--- src/rtl/ad_pkg.sv ---
// Shared definitions for the ADC sample path: word tags, default widths and
// the frame unpacker state encoding.
package ad_pkg;

  localparam int TAG_W     = 2;
  localparam int AD_DATA_W = 16;
  localparam int AD_NUM_CH = 6;
  localparam int AD_WORD_W = AD_DATA_W + TAG_W;

  localparam logic [TAG_W-1:0] TAG_SOF = 2'b01;
  localparam logic [TAG_W-1:0] TAG_MID = 2'b00;
  localparam logic [TAG_W-1:0] TAG_EOF = 2'b10;

  // One-hot unpacker states
  typedef enum logic [2:0] {
    ST_HUNT    = 3'b001,
    ST_COLLECT = 3'b010,
    ST_HOLD    = 3'b100
  } ad_state_e;

endpackage

--- src/rtl/ad_sat_cnt.sv ---
// Saturating up-counter: counts inc pulses and sticks at all-ones.
module ad_sat_cnt #(
  parameter int W = 16
) (
  input  logic         clk,
  input  logic         resetn,
  input  logic         inc,
  output logic [W-1:0] count
);

  // Increment on inc unless already at the maximum value
  always_ff @(posedge clk or negedge resetn) begin
    if (!resetn)                          count <= '0;
    else if (inc && (count != {W{1'b1}})) count <= count + W'(1);
  end

endmodule

--- src/rtl/ad_frame_unpack.sv ---
// Reader side of the ADC sample FIFO. Pops tagged words one at a time,
// aligns them into NUM_CH-channel frames and presents each complete frame
// with a valid/ready handshake. Framing errors are counted and force a
// resynchronisation on the next SOF.
module ad_frame_unpack
  import ad_pkg::*;
#(
  parameter int NUM_CH = AD_NUM_CH,
  parameter int DATA_W = AD_DATA_W,
  parameter int ERR_W  = 16
) (
  input  logic                     clk,
  input  logic                     resetn,
  input  logic                     fifo_empty,
  output logic                     fifo_rden,
  input  logic [DATA_W+TAG_W-1:0]  fifo_rdata,
  output logic                     frame_valid,
  input  logic                     frame_ready,
  output logic [NUM_CH*DATA_W-1:0] frame_data,
  output logic [ERR_W-1:0]         frame_err_cnt,
  output logic                     sync_lost
);

  localparam int                IDX_W    = $clog2(NUM_CH);
  localparam int                WORD_W   = DATA_W + TAG_W;
  localparam logic [IDX_W-1:0]  LAST_IDX = IDX_W'(NUM_CH - 1);

  ad_state_e                       state, state_d;
  logic                            rd_pend;
  logic [IDX_W-1:0]                idx, idx_d;

  // ch1..ch(N-1) are staged here; the last channel goes straight from the
  // FIFO word into the output register, so partial data never reaches
  // frame_data.
  logic [NUM_CH-2:0][DATA_W-1:0]   ch_q;
  logic [NUM_CH-1:0][DATA_W-1:0]   frame_q;

  logic [TAG_W-1:0]                tag;
  logic [DATA_W-1:0]               sample;
  logic                            cap;
  logic                            err;
  logic                            ch_we;
  logic [IDX_W-1:0]                ch_sel;
  logic                            load;

  assign tag    = fifo_rdata[WORD_W-1 -: TAG_W];
  assign sample = fifo_rdata[DATA_W-1:0];
  assign cap    = rd_pend;

  // Single outstanding read; no pops while a frame waits downstream.
  assign fifo_rden   = resetn && !fifo_empty && !rd_pend && (state != ST_HOLD);
  assign frame_valid = (state == ST_HOLD);
  assign frame_data  = frame_q;

  // State, slot index and read-in-flight registers
  always_ff @(posedge clk or negedge resetn) begin
    if (!resetn) begin
      state   <= ST_HUNT;
      idx     <= '0;
      rd_pend <= 1'b0;
    end else begin
      state   <= state_d;
      idx     <= idx_d;
      rd_pend <= fifo_rden;
    end
  end

  // Next-state decode: acts only on a captured word, except HOLD which
  // waits for the downstream handshake.
  always_comb begin
    state_d = state;
    idx_d   = idx;
    err     = 1'b0;
    ch_we   = 1'b0;
    ch_sel  = '0;
    load    = 1'b0;
    case (state)
      ST_HUNT: begin
        if (cap) begin
          if (tag == TAG_SOF) begin
            ch_we   = 1'b1;
            idx_d   = IDX_W'(1);
            state_d = ST_COLLECT;
          end else begin
            err     = 1'b1;
          end
        end
      end
      ST_COLLECT: begin
        if (cap) begin
          if (tag == TAG_SOF) begin
            // restart the frame on the new SOF, still an error
            ch_we   = 1'b1;
            idx_d   = IDX_W'(1);
            err     = 1'b1;
          end else if (tag == TAG_MID && idx < LAST_IDX) begin
            ch_we   = 1'b1;
            ch_sel  = idx;
            idx_d   = idx + IDX_W'(1);
          end else if (tag == TAG_EOF && idx == LAST_IDX) begin
            load    = 1'b1;
            idx_d   = '0;
            state_d = ST_HOLD;
          end else begin
            err     = 1'b1;
            idx_d   = '0;
            state_d = ST_HUNT;
          end
        end
      end
      ST_HOLD: begin
        if (frame_ready) state_d = ST_HUNT;
      end
      default: begin
        state_d = ST_HUNT;
        idx_d   = '0;
      end
    endcase
  end

  // Channel staging registers, written one slot per captured word
  always_ff @(posedge clk or negedge resetn) begin
    if (!resetn) begin
      ch_q <= '0;
    end else if (ch_we) begin
      for (int i = 0; i < NUM_CH - 1; i++)
        if (ch_sel == IDX_W'(i)) ch_q[i] <= sample;
    end
  end

  // Output frame register, loaded only when the EOF completes a frame
  always_ff @(posedge clk or negedge resetn) begin
    if (!resetn) begin
      frame_q <= '0;
    end else if (load) begin
      for (int i = 0; i < NUM_CH - 1; i++) frame_q[i] <= ch_q[i];
      frame_q[NUM_CH-1] <= sample;
    end
  end

  // One-cycle pulse following each framing error
  always_ff @(posedge clk or negedge resetn) begin
    if (!resetn) sync_lost <= 1'b0;
    else         sync_lost <= err;
  end

  ad_sat_cnt #(.W(ERR_W)) u_err_cnt (
    .clk    (clk),
    .resetn (resetn),
    .inc    (err),
    .count  (frame_err_cnt)
  );

endmodule

--- config.mk ---
export PLATFORM = sky130hd
export DESIGN_NAME = ad_frame_unpack
export DESIGN_NICKNAME = d
export VERILOG_FILES = /design/src/rtl/ad_pkg.sv /design/src/rtl/ad_sat_cnt.sv /design/src/rtl/ad_frame_unpack.sv
export SDC_FILE = /design/constraint.sdc
export NUM_CORES = 1
export LEC_CHECK = 0
export ABC_AREA = 0
export CAP_MARGIN = 10
export CORE_UTILIZATION = 43
export DETAILED_ROUTE_END_ITERATION = 8
export GPL_TIMING_DRIVEN = 0
export PLACE_DENSITY_LB_ADDON = 0.05
export SETUP_SLACK_MARGIN = 0.15
export SLEW_MARGIN = 20
export SYNTH_ARGS = -nofsm -noshare
export SYNTH_HDL_FRONTEND = slang
export SYNTH_SLANG_ARGS = --single-unit
--- constraint.sdc ---
create_clock -name clk -period 5.3 [get_ports clk]
set_input_delay 1.59 -clock clk [delete_from_list [all_inputs] [get_ports clk]]
set_output_delay 1.59 -clock clk [all_outputs]
set_load 0.02 [all_outputs]
=== Word-level counts from Yosys, hierarchy flattened ===
Index checks and enable logic that the tools add are counted.

* Flip-flop bits (word level): 200
* Logic and storage cells: 91
* Bits of input ports: 22

* Reduce and logical (&&, ||, !) cells: 17
* $lt $le $gt $ge: 1
* Equality and inequality tests: 18
* Bitwise gates (word level): 1
* Muxes and demuxes: 36
* $add $sub $neg: 2

{| class="wikitable"
|+ Operators with widths
! cell !! number
|-
| $mux 3 || 16
|-
| $pmux 3 s3 || 2
|-
| $add 16x1->16 const B || 1
|-
| $mux 1 || 16
|-
| $ne 16x16->1 const B || 1
|-
| $ne 2x2->1 const B || 5
|-
| $reduce_and 2->1 || 5
|-
| $eq 3x2->1 const B || 3
|-
| $eq 3x3->1 const B || 3
|-
| $eq 3x1->1 const B || 2
|-
| $logic_and 1x1->1 || 6
|-
| $reduce_and 6->1 || 1
|-
| $pmux 1 s2 || 2
|-
| $reduce_and 4->1 || 1
|-
| $add 3x1->3 const B || 1
|-
| $logic_not 3->1 || 1
|-
| $lt 3x3->1 const B || 1
|-
| $ne 3x3->1 const B || 1
|-
| $eq 2x1->1 const B || 1
|-
| $eq 2x2->1 const B || 1
|-
| $logic_not 1->1 || 2
|-
| $logic_not 2->1 || 1
|-
| $ne 2x1->1 const B || 1
|-
| $not 1->1 || 1
|}

=== Logic depth before layout (Yosys ltp) ===
Gate-level depths: netlist of run 1.

* Word-level depth: 8
* Gate-level depth with buffers: 7
* Depth with buffers taken out: 6

=== Hierarchy ===
From an unflattened synthesis of run 1, not the netlist that was laid out.

* Cells, all modules: 512
* Area, all modules: 8031.5 sq um

{| class="wikitable"
|+ By module, submodules not included
! module !! cells an instance !! area each (sq um) !! sequential area each (sq um) !! times used
|-
| ad_frame_unpack || 438 || 7223.2 || 4605.7 || 1
|-
| ad_sat_cnt || 74 || 808.3 || 400.4 || 1
|}

=== Least setup slack after synthesis of run 1 ===
No wires, ideal clock.

* Path kind: input-to-output
* From: in fifo_empty
* To: out fifo_rden
* Stages on the path: 1
* Setup slack: 1.299 ns
* Arrival: 2.411 ns
* Required time: 3.710 ns
* Cell sequence: nor4b_1

* Word-level cells in the longest chain between the ends: 4

{| class="wikitable"
|+ RTL lines
! item !! line !! text
|-
| start, declared || ad_frame_unpack.sv:14 || <nowiki>input logic fifo_empty,</nowiki>
|-
| $logic_not 1->1 || ad_frame_unpack.sv:51 || <nowiki>assign fifo_rden = resetn && !fifo_empty && !rd_pend && (state != ST_HOLD);</nowiki>
|-
| $logic_and 1x1->1 (3 in series) || ad_frame_unpack.sv:51 ||
|-
| end, declared || ad_frame_unpack.sv:15 || <nowiki>output logic fifo_rden,</nowiki>
|}

No other way between the ends.

=== Worst setup path in the final report of run 1 ===
* From: in resetn
* To: out fifo_rden

* Word-level cells in the longest chain between the ends: 3

{| class="wikitable"
|+ RTL lines
! item !! line !! text
|-
| start, declared || ad_frame_unpack.sv:13 || <nowiki>input logic resetn,</nowiki>
|-
| $logic_and 1x1->1 (3 in series) || ad_frame_unpack.sv:51 ||
|}

No other way between the ends.

==> results of run 1 <==
==> routing by layer <==
metal | wire (um) | global-route usage, %
met3 | 895 | 5.519
met5 | 0 | 0
met1 | 7476 | 25.02
met4 | 194 | 5.861
met2 | 7972 | 30.47
==> registers in the layout, indices dropped and copies added, names as in the netlist <==
signal           flops
cap                  1
ch_q                80
frame_data          96
idx                  3
state                3
sync_lost            1
u_err_cnt.count     16
==> cells by family after synthesis <==
group	after synthesis
buffers and inverters	22
XOR/XNOR	15
adder cells (fa/ha/maj)	3
multiplexers	180
AND/OR/NAND/NOR	67
flip-flops	200
AO/OA/AOI/OAI	17
==> final cells by class <==
cell class	instances	area, um2	share of cell area [%]
plain buffers	17	82.58	0.8124
inverters	5	18.77	0.1846
repair buffers	138	1421	13.98
clock inverters	15	187.7	1.846
flip-flops and latches	200	5006	49.25
clock buffers	17	425.4	4.185
multi-input cells	282	2736	26.92
well taps	229	286.5	2.819
==> metrics by stage <==
step | setup slack, ns | instances | power, uW
2_1_floorplan | 1.299 | 504 | 1911
3_3_place_gp | -6.021 | 869 | 2039
3_5_place_dp | 0.3815 | 871 | 2065
4_1_cts | 0.3777 | 903 | 3414
5_1_grt | 0.2719 | 903 | 3513
6_report | 0.4278 | 903 | 3375
==> power groups by stage <==
stage / Combinational [uW] / Sequential, uW / Clock [uW]
finish: 346 / 1690 / 1340
global route: 380 / 1700 / 1430
CTS: 351 / 1690 / 1380
detailed placement: 350 / 1720 / 0
global placement: 329 / 1710 / 0
floorplan: 193 / 1720 / 0
==> path summary, 6_finish.rpt <==
kind / end / slack, ns / cells past startpoint
max: fifo_rden / 0.43 / 4
min: frame_data[31] / 0.50 / 1
max reg2reg: ch_q[61] / 2.74 / 5
min reg2reg: frame_data[31] / 0.50 / 1
max in group asynchronous: state[0] / 3.48 / 2
min in group asynchronous: frame_data[11] / 1.04 / 1
==> synthesized netlist by cell type <==
master	number	area, um2
and3_1	4	25.02
a21oi_1	2	10.01
a31oi_1	2	12.51
clkbuf_1	9	33.78
o31ai_1	1	7.510
ha_1	3	37.54
or3_4	1	11.26
nor4bb_1	1	10.01
nand2b_1	5	31.28
nor4b_4	1	23.77
nand3b_1	4	30.03
nor4_1	1	6.260
buf_2	6	30.03
inv_1	5	18.77
xnor2_1	14	122.6
nor2_2	1	6.260
nand3_1	14	70.07
and2_1	1	6.260
nand2_1	10	37.54
o22a_1	1	8.760
xor2_1	1	8.760
o21ai_0	7	35.03
nand4_1	6	37.54
o221a_2	1	11.26
mux2_2	180	2027
nor3b_1	2	15.01
or3_1	3	18.77
nor4b_1	1	8.760
buf_6	1	11.26
nor3_1	2	10.01
buf_4	1	7.510
nor2_1	5	18.77
dfrtp_1	199	4980
dfstp_2	1	26.28
o22ai_1	1	6.260
nor4_4	2	42.54
a32o_1	2	20.02
or2b_1	1	7.510
nor2b_1	2	12.51
==> worst max-delay path: cells and delay by family <==
| family | cells | cell delay [ns] |
|---|---|---|
| and+or+nand+nor | 1 | 0.36 |
| buffers and inverters | 3 | 1.27 |
==> flow_summary.ini, run 1 <==
[floorplan]
initial_utilization_pct = 43.81
die_w_um = 137.1
die_y_extent_um = 137.1
io_pins = 137
rows = 49
die_area_mm2 = 0.01879
core_region_area_mm2 = 0.01790

[sta]
final.hold.worst_slack_ns = 0.5015
worst_slew_pin_slew_ns = 0.7973
maxSlewHeadroom_pct = 46.84
max_freq_mhz = 205.2
finalWorstPathRequiredPeriod_ns = 4.872
finClkSkew_ns = 0.008816
hold_viol = 0
setup_viol = 0
rsz0062_at_grt = no
final.period_utilization_pct = 91.93
slew_viol_final = 0
fin_tns_setup_ns = 0

[logic_synthesis]
syn-instance-count = 504
synthXorXnorAreaFrac_pct = 1.675
yosys_warnings = 0
yosys.area_share.simple_pct = 5.471
ys_seq_area_share_pct = 63.82
yosys-mux-area-fraction_pct = 25.84
yosys.cell_types.count = 39
synth_compound_area_share_pct = 1.420
postSynthNetCount = 529
synthAdderAreaFrac_pct = 0.4785
synth_area_per_cell_um2 = 15.56
seq_cells_post_synth = 200
netlist_area_mm2 = 0.007844
synth_top_family_by_area = multiplexers

[route]
totalWireLength_mm = 16.54
ant_nets = 0
drt_first_iter_violations = 138
via_count = 4630
routed_wire_length_per_instance_um = 18.31
detailedRoute.firstPassIterationCount = 4
route.detailed.vias_per_inst = 5.127
route.detailed.drc = 0

[critical_path]
crit_path_top_delay_cell = clkdlybuf4s50_1
worst_ep_required_time_ns = 3.71
critical_path_data_arrival_time_ns = 3.28
crit_fanout = 69
cp-end-kind = output port
worstPathCellList = buf_8, buf_16, nor4b_1, clkdlybuf4s50_1
critical_path_class = primary input to output port
reg2reg_from = state[2]
timing.critical_path.from_type = primary input
critical_path.max_stage_delay_ns = 0.67
startpoint = resetn

[pwr]
intPower_uw = 2546
power.share.sequential_pct = 49.9
p_comb_share_pct = 10.3
power_frac_clock_pct = 39.8
cellPowerDensity_mw_per_mm2 = 332.1
peakVddDrop_mv = 0.2306
p_switching_uw = 829.1
cellLeakagePower_uw = 0.004850
power_switching_share_pct = 24.56

[final_layout]
layout-drive-gt1-share_pct = 34.12
layout.cells.most_common_list = dfrtp_1 (199), mux2_2 (180), clkdlybuf4s50_1 (135), clkbuf_16 (17)
area_growth_pct = 29.59
nNetsFinal = 686
final_cell_area_mm2 = 0.01016
layout.cells.most_common = dfrtp_1
post-route-util_pct = 56.78
antenna_cells = 0
final.fill_count = 1423

[placement]
place_congestion = 0.8076
numPortBuffers = 136
post-dp-hpwl_mm = 11.42
postPlaceCellArea_mm2 = 0.009552

[cts]
postCtsResizedCells = 0
htree_num_levels = 4
cts_hold_buffers = 0
cts_setup_buffers = 0
clk_pin_slew_worst_paths_ns = 0.07
worst_skew_pair.late_latency_ns = 0.43
clkSinkCount = 200
cts_tree = done
cts-root-buf = clkbuf_16
tritoncts.num_buffers = 17
clk_path_buf_depth = 2

[global_route]
grtUsageTotal_pct = 19.06
grt_antenna_before_repair = 0
grt_first_pass_wirelength_mm = 26.24
grt-ovfl-total = 0
pin_count_of_the_biggest_net_entering_global_routing = 96
via_count_of_the_first_global_routing_pass = 4857

[worst_hold_path]
hp-class = register to register
hp-start = ch_q[31]

[flow_run]
drv.max_cap_violation_count = 0

[outcome]
run_status = finished, final reports clean
(Power assumes the default switching activity.)
==> inputs of run 2 (changes only) <==
--- a/config.mk
+++ b/config.mk
@@ -10,7 +10,7 @@
 export CORE_UTILIZATION = 43
 export DETAILED_ROUTE_END_ITERATION = 8
 export GPL_TIMING_DRIVEN = 0
-export PLACE_DENSITY_LB_ADDON = 0.05
+export PLACE_DENSITY = 0.74
 export SETUP_SLACK_MARGIN = 0.15
 export SLEW_MARGIN = 20
 export SYNTH_ARGS = -nofsm -noshare
==> run 2 against run 1 <==
Against the previous run:
- the flow now finishes with violations (design-rule violations)
- largest power group unchanged
- first-iteration DRC count grew 62%
- clock-buffer cell count grew 1
- flip-flop and latch count unchanged
- total power is 1.8% lower
- fmax up 0.45%
==> flow_summary.ini, run 2 (synthesis results as in run 1) <==
[final_layout]
largest_register_ff_count = 96
layout-drive-gt1-share_pct = 33.88
nNetsFinal = 685
area_growth_pct = 28.90
antenna_cells = 0
layout.cells.most_common_list = dfrtp_1 (199), mux2_2 (180), clkdlybuf4s50_1 (135), clkbuf_16 (17)
final.fill_count = 1442
post-route-util_pct = 56.48
layout.cells.most_common = dfrtp_1
post_layout_nonfiller_instances = 902

[global_route]
grt_antenna_before_repair = 0
pin_count_of_the_biggest_net_entering_global_routing = 108
grt-ovfl-total = 0
grtUsageTotal_pct = 19.12
grt_first_pass_wirelength_mm = 26.65
via_count_of_the_first_global_routing_pass = 4921

[critical_path]
crit_path_top_delay_cell = clkdlybuf4s50_1
cp-end-kind = output port
critical_path_class = primary input to output port
critical_path.max_stage_delay_ns = 0.68
reg2reg_from = state[2]
timing.critical_path.from_type = primary input
worst_ep_required_time_ns = 3.71
r2r_slack_ns = 2.74
capture_point_of_the_worst_reg_to_reg_path = ch_q[13]
critical_path_data_arrival_time_ns = 3.26
worstPathCellList = buf_8, nor4b_1, clkdlybuf4s50_1
reg2regPathDepth = 6
crit_fanout = 95

[floorplan]
rows = 49
io_pins = 137
die_y_extent_um = 137.1
core_region_area_mm2 = 0.01790
die_w_um = 137.1
die_area_mm2 = 0.01879
initial_utilization_pct = 43.81

[cts]
clk_path_buf_depth = 2
clk_pin_slew_worst_paths_ns = 0.07
worst_skew_pair.late_latency_ns = 0.44
htree_num_levels = 4
clkSinkCount = 200
cts_setup_buffers = 0
cts-root-buf = clkbuf_16
postCtsResizedCells = 0
tritoncts.num_buffers = 17
cts_hold_buffers = 0
cts_tree = done

[route]
drt_first_iter_violations = 223
via_count = 4740
totalWireLength_mm = 16.80
routed_wire_length_per_instance_um = 18.63
route.detailed.vias_per_inst = 5.255
route.detailed.drc = 1
detailedRoute.firstPassIterationCount = 8
ant_nets = 0

[placement]
place_congestion = 0.8569
post-dp-hpwl_mm = 11.69
numPortBuffers = 136
placedCellCount = 870

[sta]
setup_viol = 0
final.period_utilization_pct = 91.52
max_freq_mhz = 206.2
hold_viol = 0
finClkSkew_ns = 0.01997
rsz0062_at_grt = no
worst_slew_pin_slew_ns = 0.7560
finalWorstPathRequiredPeriod_ns = 4.850
fin_tns_setup_ns = 0
slew_viol_final = 0
maxSlewHeadroom_pct = 49.60

[outcome]
failing_checks = design-rule violations
run_status = finished with violations

[flow_run]
drv.max_cap_violation_count = 0

[worst_hold_path]
whs_endpoint = frame_data[53]
number_of_cells_on_the_worst_hold_path = 1
hp-class = register to register
hp-start = ch_q[53]

[pwr]
peakVddDrop_mv = 0.2269
cellPowerDensity_mw_per_mm2 = 327.9
cellLeakagePower_uw = 0.004813
[run 2: changes by cell type in the layout (fill, tap and decap cells not counted), sizes merged]
cell / previous run / this run
buf: 11 / 10
bufinv: 3 / 1
clkbuf: 26 / 27
clkinv: 5 / 3
clkinvlp: 1 / 3
inv: 11 / 12
[run 2: layout make-up]
class,instances,area (um2),area share (%)
Buffer,17,82.58,0.8167
Clock buffer,18,429.2,4.245
Clock inverter,14,157.7,1.559
Inverter,5,18.77,0.1856
Multi-Input combinational cell,282,2736,27.06
Sequential cell,200,5006,49.51
Tap cell,229,286.5,2.834
Timing Repair Buffer,137,1394,13.79
[run 2: power by group]
group | switching, uW | internal, uW
registers | 69.7 | 1620
clock network | 610 | 671
logic | 175 | 171
total | 855 | 2460
[run 2: per-stage QoR]
step                      hold slack, ns  area, um2  setup slack, ns  total power (uW)
after floorplan                   0.4749       7844            1.299              1911
after global placement            0.4837       9492           -5.821              2037
after detailed placement          0.4895       9524           0.4123              2067
after CTS                         0.5045      10110           0.4125              3356
after global routing              0.5169      10110           0.3018              3456
final                             0.4964      10110           0.4495              3315
[run 2: worst max-delay path: cells and delay by family]
| kind | cells | cell delay [ns] |
|---|---|---|
| simple gates | 1 | 0.40 |
| buf+inv | 2 | 1.16 |
[run 2: worst max-delay path by stage]
stage / startpoint / endpoint / cells after the start
after floorplan: fifo_empty / fifo_rden / 1
after global placement: resetn / fifo_rden / 3
after detailed placement: resetn / fifo_rden / 3
after CTS: resetn / fifo_rden / 3
after global routing: resetn / fifo_rden / 3
final: resetn / fifo_rden / 3
[run 2: per-layer routing]
| metal | up-vias | routed length [um] | global-route usage [%] |
|---|---|---|---|
| met5 | - | 0 | 0 |
| met1 | 2459 | 7276 | 24.45 |
| met4 | 0 | 206 | 6.899 |
| met3 | 18 | 704 | 3.815 |
| li1 | 2125 | - | - |
| met2 | 138 | 8612 | 32.15 |
==> inputs of run 3 (changes only) <==
--- a/config.mk
+++ b/config.mk
@@ -10,7 +10,7 @@
 export CORE_UTILIZATION = 43
 export DETAILED_ROUTE_END_ITERATION = 8
 export GPL_TIMING_DRIVEN = 0
-export PLACE_DENSITY = 0.74
+export PLACE_DENSITY = 0.77
 export SETUP_SLACK_MARGIN = 0.15
 export SLEW_MARGIN = 20
 export SYNTH_ARGS = -nofsm -noshare
==> constraint.sdc (replaced) <==
create_clock -name clk -period 4.2 [get_ports clk]
set_input_delay 1.26 -clock clk [delete_from_list [all_inputs] [get_ports clk]]
set_output_delay 1.26 -clock clk [all_outputs]
set_load 0.02 [all_outputs]
==> run 3 against run 2 <==
Against the previous run:
- the flow now finishes without violations
- design area rose by 0.58%
- critical path depth rose by 1
- sequential power rose by 26%
- worst setup slack got worse by 0.041 ns
- combinational power rose by 29%
- utilization rose by 0.33 points
- highest routed layer unchanged
==> flow_summary.ini, run 3 (synthesis results as in run 1) <==
[sta]
hold_viol = 0
maxSlewHeadroom_pct = 47.64
rsz0062_at_grt = no
worst_slew_pin_slew_ns = 0.7853
fin_tns_setup_ns = 0
finClkSkew_ns = 0.01179
finalWorstPathRequiredPeriod_ns = 3.792
final.period_utilization_pct = 90.27
setup_viol = 0
slew_viol_final = 0
max_freq_mhz = 263.7

[placement]
placedCellCount = 870
post-dp-hpwl_mm = 11.79
numPortBuffers = 136
place_congestion = 0.8030

[cts]
htree_num_levels = 4
tritoncts.num_buffers = 17
cts_tree = done
clk_path_buf_depth = 2
clkSinkCount = 200
cts-root-buf = clkbuf_16
cts_setup_buffers = 0
clk_pin_slew_worst_paths_ns = 0.07
worst_skew_pair.late_latency_ns = 0.43

[floorplan]
die_y_extent_um = 137.1
die_area_mm2 = 0.01879
rows = 49
core_region_area_mm2 = 0.01790
initial_utilization_pct = 43.81
io_pins = 137
die_w_um = 137.1

[route]
totalWireLength_mm = 17.37
detailedRoute.firstPassIterationCount = 6
route.detailed.drc = 0
routed_wire_length_per_instance_um = 19.21
route.detailed.vias_per_inst = 5.226
ant_nets = 0
via_count = 4724
drt_first_iter_violations = 142

[final_layout]
layout.cells.most_common_list = dfrtp_1 (199), mux2_2 (180), clkdlybuf4s50_1 (134), clkbuf_16 (17)
post-route-util_pct = 56.81
layout-drive-gt1-share_pct = 34.22
final.fill_count = 1422
area_growth_pct = 29.65
layout.cells.most_common = dfrtp_1
nNetsFinal = 687
antenna_cells = 0
largest_register_ff_count = 96
post_layout_nonfiller_instances = 904

[pwr]
cellLeakagePower_uw = 0.004849
report.power.total_uw = 4126
peakVddDrop_mv = 0.3160
cellPowerDensity_mw_per_mm2 = 405.7

[critical_path]
reg2reg_from = state[2]
critical_path_class = primary input to output port
worst_ep_required_time_ns = 2.94
startpoint = resetn
timing.critical_path.from_type = primary input
cp-end-kind = output port
crit_fanout = 52
critical_path_data_arrival_time_ns = 2.53

[global_route]
via_count_of_the_first_global_routing_pass = 4839
grtUsageTotal_pct = 20.02
grt_first_pass_wirelength_mm = 27.49
pin_count_of_the_biggest_net_entering_global_routing = 53
grt-ovfl-total = 0
grt_antenna_before_repair = 0

[worst_hold_path]
hp-class = register to register
hp-start = ch_q[69]

[flow_run]
drv.max_cap_violation_count = 0

[outcome]
run_status = finished, final reports clean
run 3: repair_timing:
action,CTS,global route
hold buffers,0,0
endpoints found under the setup margin,1,0
gates resized for setup,4,0
run 3: stage by stage:
step / worst slack, ns / hold WS [ns] / instance area, um2
floorplan: 0.8585 / 0.4749 / 7844
global placement: -6.238 / 0.4825 / 9492
detailed placement: -0.6238 / 0.4855 / 9524
CTS: 0.3621 / 0.5013 / 10170
global route: 0.2710 / 0.5112 / 10170
finish: 0.4085 / 0.4997 / 10170
run 3: per-layer routing:
metal	GRT usage (%)	vias up	share of wire (%)
met2	33.53	115	51
met1	25.66	2452	43
met5	0	-	0
li1	-	2136	-
met3	4.333	21	4.4
met4	6.899	0	1.6
run 3: area by class of cell:
cell class | instances | area, um2 | share of cell area [%]
Tap cell | 229 | 286.5 | 2.817
Clock inverter | 14 | 133.9 | 1.316
Timing Repair Buffer | 139 | 1470 | 14.46
Sequential cell | 200 | 5006 | 49.22
Buffer | 17 | 82.58 | 0.8120
Inverter | 5 | 18.77 | 0.1845
Clock buffer | 18 | 429.2 | 4.220
Multi-Input combinational cell | 282 | 2743 | 26.97
run 3: path summary, 6_finish.rpt:
| kind | slack (ns) | end | depth (start not counted) |
|---|---|---|---|
| min | 0.50 | frame_data[69] | 1 |
| max reg2reg | 1.66 | ch_q[30] | 5 |
| min reg2reg | 0.50 | frame_data[69] | 1 |
| min in group asynchronous | 0.69 | frame_data[41] | 1 |
| max in group asynchronous | 2.82 | frame_data[4] | 2 |
| max | 0.41 | fifo_rden | 4 |
run 3: critical path: stages:
cell and delay (ns):
buf_16 0.23, buf_16 0.28, nor4b_2 0.32, dlygate4sd2_1 0.37
run 3: power by group:
group	switching [uW]	internal, uW
clock network	765	785
logic	223	225
registers	86.9	2040
total	1070	3050
==> RTL edit (config.mk and constraints of run 3) <==
Change the package constant `AD_DATA_W` from 16 to 14.
--- a/src/rtl/ad_pkg.sv
+++ b/src/rtl/ad_pkg.sv
@@ -4,5 +4,5 @@
 
   localparam int TAG_W     = 2;
-  localparam int AD_DATA_W = 16;
+  localparam int AD_DATA_W = 14;
   localparam int AD_NUM_CH = 6;
   localparam int AD_WORD_W = AD_DATA_W + TAG_W;
Ports: changed (resized fifo_rdata and frame_data); port bits go from 137 to 123. The function was not compared with the original's and may differ.
==> RTL edit against run 3 <==
Synthesized area is 8.5% lower; global-route usage down 0.79 points; power decreased by 6.4%; setup slack worse by 0.059 ns; largest power group unchanged; wire length down 11%; sequential cell count decreased by 22; fmax is 1.5% lower; design area shrank 7.5%; non-clock buffer count decreased by 9.
==> RTL edit: results <==
{
  "antenna_found_initial": 0,
  "synth_nets": 488,
  "grt.total_usage": 0.1922,
  "cp_slowest_cell": "clkdlybuf4s15_1",
  "clk_latency_ns": 0.42,
  "cts_max_path_buffers": 2,
  "synthTopCellsByArea": "dfrtp_1 (62%), mux2_2 (21%), mux2_4 (4.2%)",
  "synthTopCellsByCount": "dfrtp_1 (177), mux2_2 (135), mux2_4 (20)",
  "drt_iter0_markers": 183,
  "crit_arrival_ns": 2.59,
  "finalSetupViolCount": 0,
  "skew_ns": 0.005659,
  "yosysWarnings": 0,
  "synthCells": 465,
  "status": "complete, no violations",
  "synth.distinct_cells": 47,
  "post-place-cells": 805,
  "largest_reg_flops": 84,
  "max-vdd-ir-drop_v": 0.0003757,
  "ys_async_sr_fraction": 1.000,
  "grt_pass1_vias": 4675,
  "htree_levels": 4,
  "hpwl_um": 10640,
  "wl_per_cell_um": 18.50,
  "grt_max_degree": 58,
  "port_buffers": 122,
  "grt_pass1_wl_um": 25360,
  "cts_made_buffers": 17,
  "n_fill_cell": 1225,
  "nets": 633,
  "cts-root-buf": "clkbuf_16",
  "drive_gt1_frac": 0.3435,
  "dpl_cell_area_um2": 8727,
  "routed_wl_um": 15520,
  "post_cts_buffers": 0,
  "synth-seq-area-share": 0.6209,
  "crit_fanout": 57,
  "holdPathStages": 1,
  "crit_family": "buffers and inverters",
  "vias": 4324,
  "antenna_cells": 0,
  "r2r_cells": 7,
  "multi_input_area_um2": 2552,
  "slowest_delay_ns": 0.34,
  "gp_congestion": 0.7637,
  "hold_path.class": "flop to flop",
  "dr.pass1.iters": 4,
  "place_ws_ns": -0.4812,
  "path_clk_slew_ns": 0.07,
  "slew_viol_final": 0,
  "slew_headroom": 0.5688,
  "power.leakage_uw": 0.004555
}
-- RTL edit: changes by cell type after synthesis, sizes merged, moves of 5 or more --
cell / change
nor2: +7
buf: +8
dfrtp: -22
mux2: -25
xnor2: -12
xor2: +12
nand3: -8
nor3: +5
-- RTL edit: power by group --
part | switching [µW] | leakage [µW] | total (µW) | internal [µW]
registers | 87.9 | 0.00244 | 1910 | 1820
logic | 181 | 0.00183 | 358 | 177
clock network | 700 | 0.000283 | 1600 | 895
total | 969 | 0.00456 | 3860 | 2890
-- RTL edit: what timing repair did --
action,4_1_cts,5_1_grt
resized for setup,3,2
gates cloned,2,0
setup endpoints to repair,1,1
-- RTL edit: stage by stage --
stage / TNS [ns] / total power, µW
after floorplan: 0 / 2114
after global placement: -889.76 / 2259
after detailed placement: -0.4812 / 2290
after CTS: 0 / 3903
after global routing: 0 / 4012
final: 0 / 3862
-- RTL edit: logic make-up (layout without fill, tap and decap cells) --
family,count (synthesis),in the layout,synth area share
xor gates and xnor gates,15,15,0.01831
DFF,178,178,0.6209
and+or+nand+nor,63,63,0.05440
muxes,155,155,0.2537
buffers and inverters,29,187,0.02424
adders and majority gates,3,3,0.005232
AOI/OAI and AO/OA,22,22,0.02319
-- RTL edit: per-layer routing --
layer  wire length [µm]  part of all wire  vias up  global-route usage
met5                  0                 0        -                   0
met4                155             0.010        0             0.05229
met3                850             0.055       16             0.05093
met2               7836              0.50      130              0.3292
met1               6677              0.43     2236              0.2393
li1                   -                 -     1942                   -
-- RTL edit: worst paths after layout --
kind	start	to	slack, ns
setup / recovery	resetn	fifo_rden	0.35
hold / removal	u_err_cnt.count[10]	u_err_cnt.count[10]	0.49
setup reg to reg	state[2]	ch_q[40]	1.64
hold reg to reg	u_err_cnt.count[10]	u_err_cnt.count[10]	0.49
max in group asynchronous	resetn	u_err_cnt.count[14]	2.68
min in group asynchronous	resetn	frame_data[20]	0.69
-- RTL edit: cell type report --
cell class                      instances  share of cell area
Sequential cell                       178              0.4735
Timing Repair Buffer                  126              0.1444
Inverter                                8            0.003191
Clock buffer                           17             0.04521
Multi-Input combinational cell        258              0.2713
Buffer                                 21             0.01529
Clock inverter                         15             0.01835
Tap cell                              216             0.02872
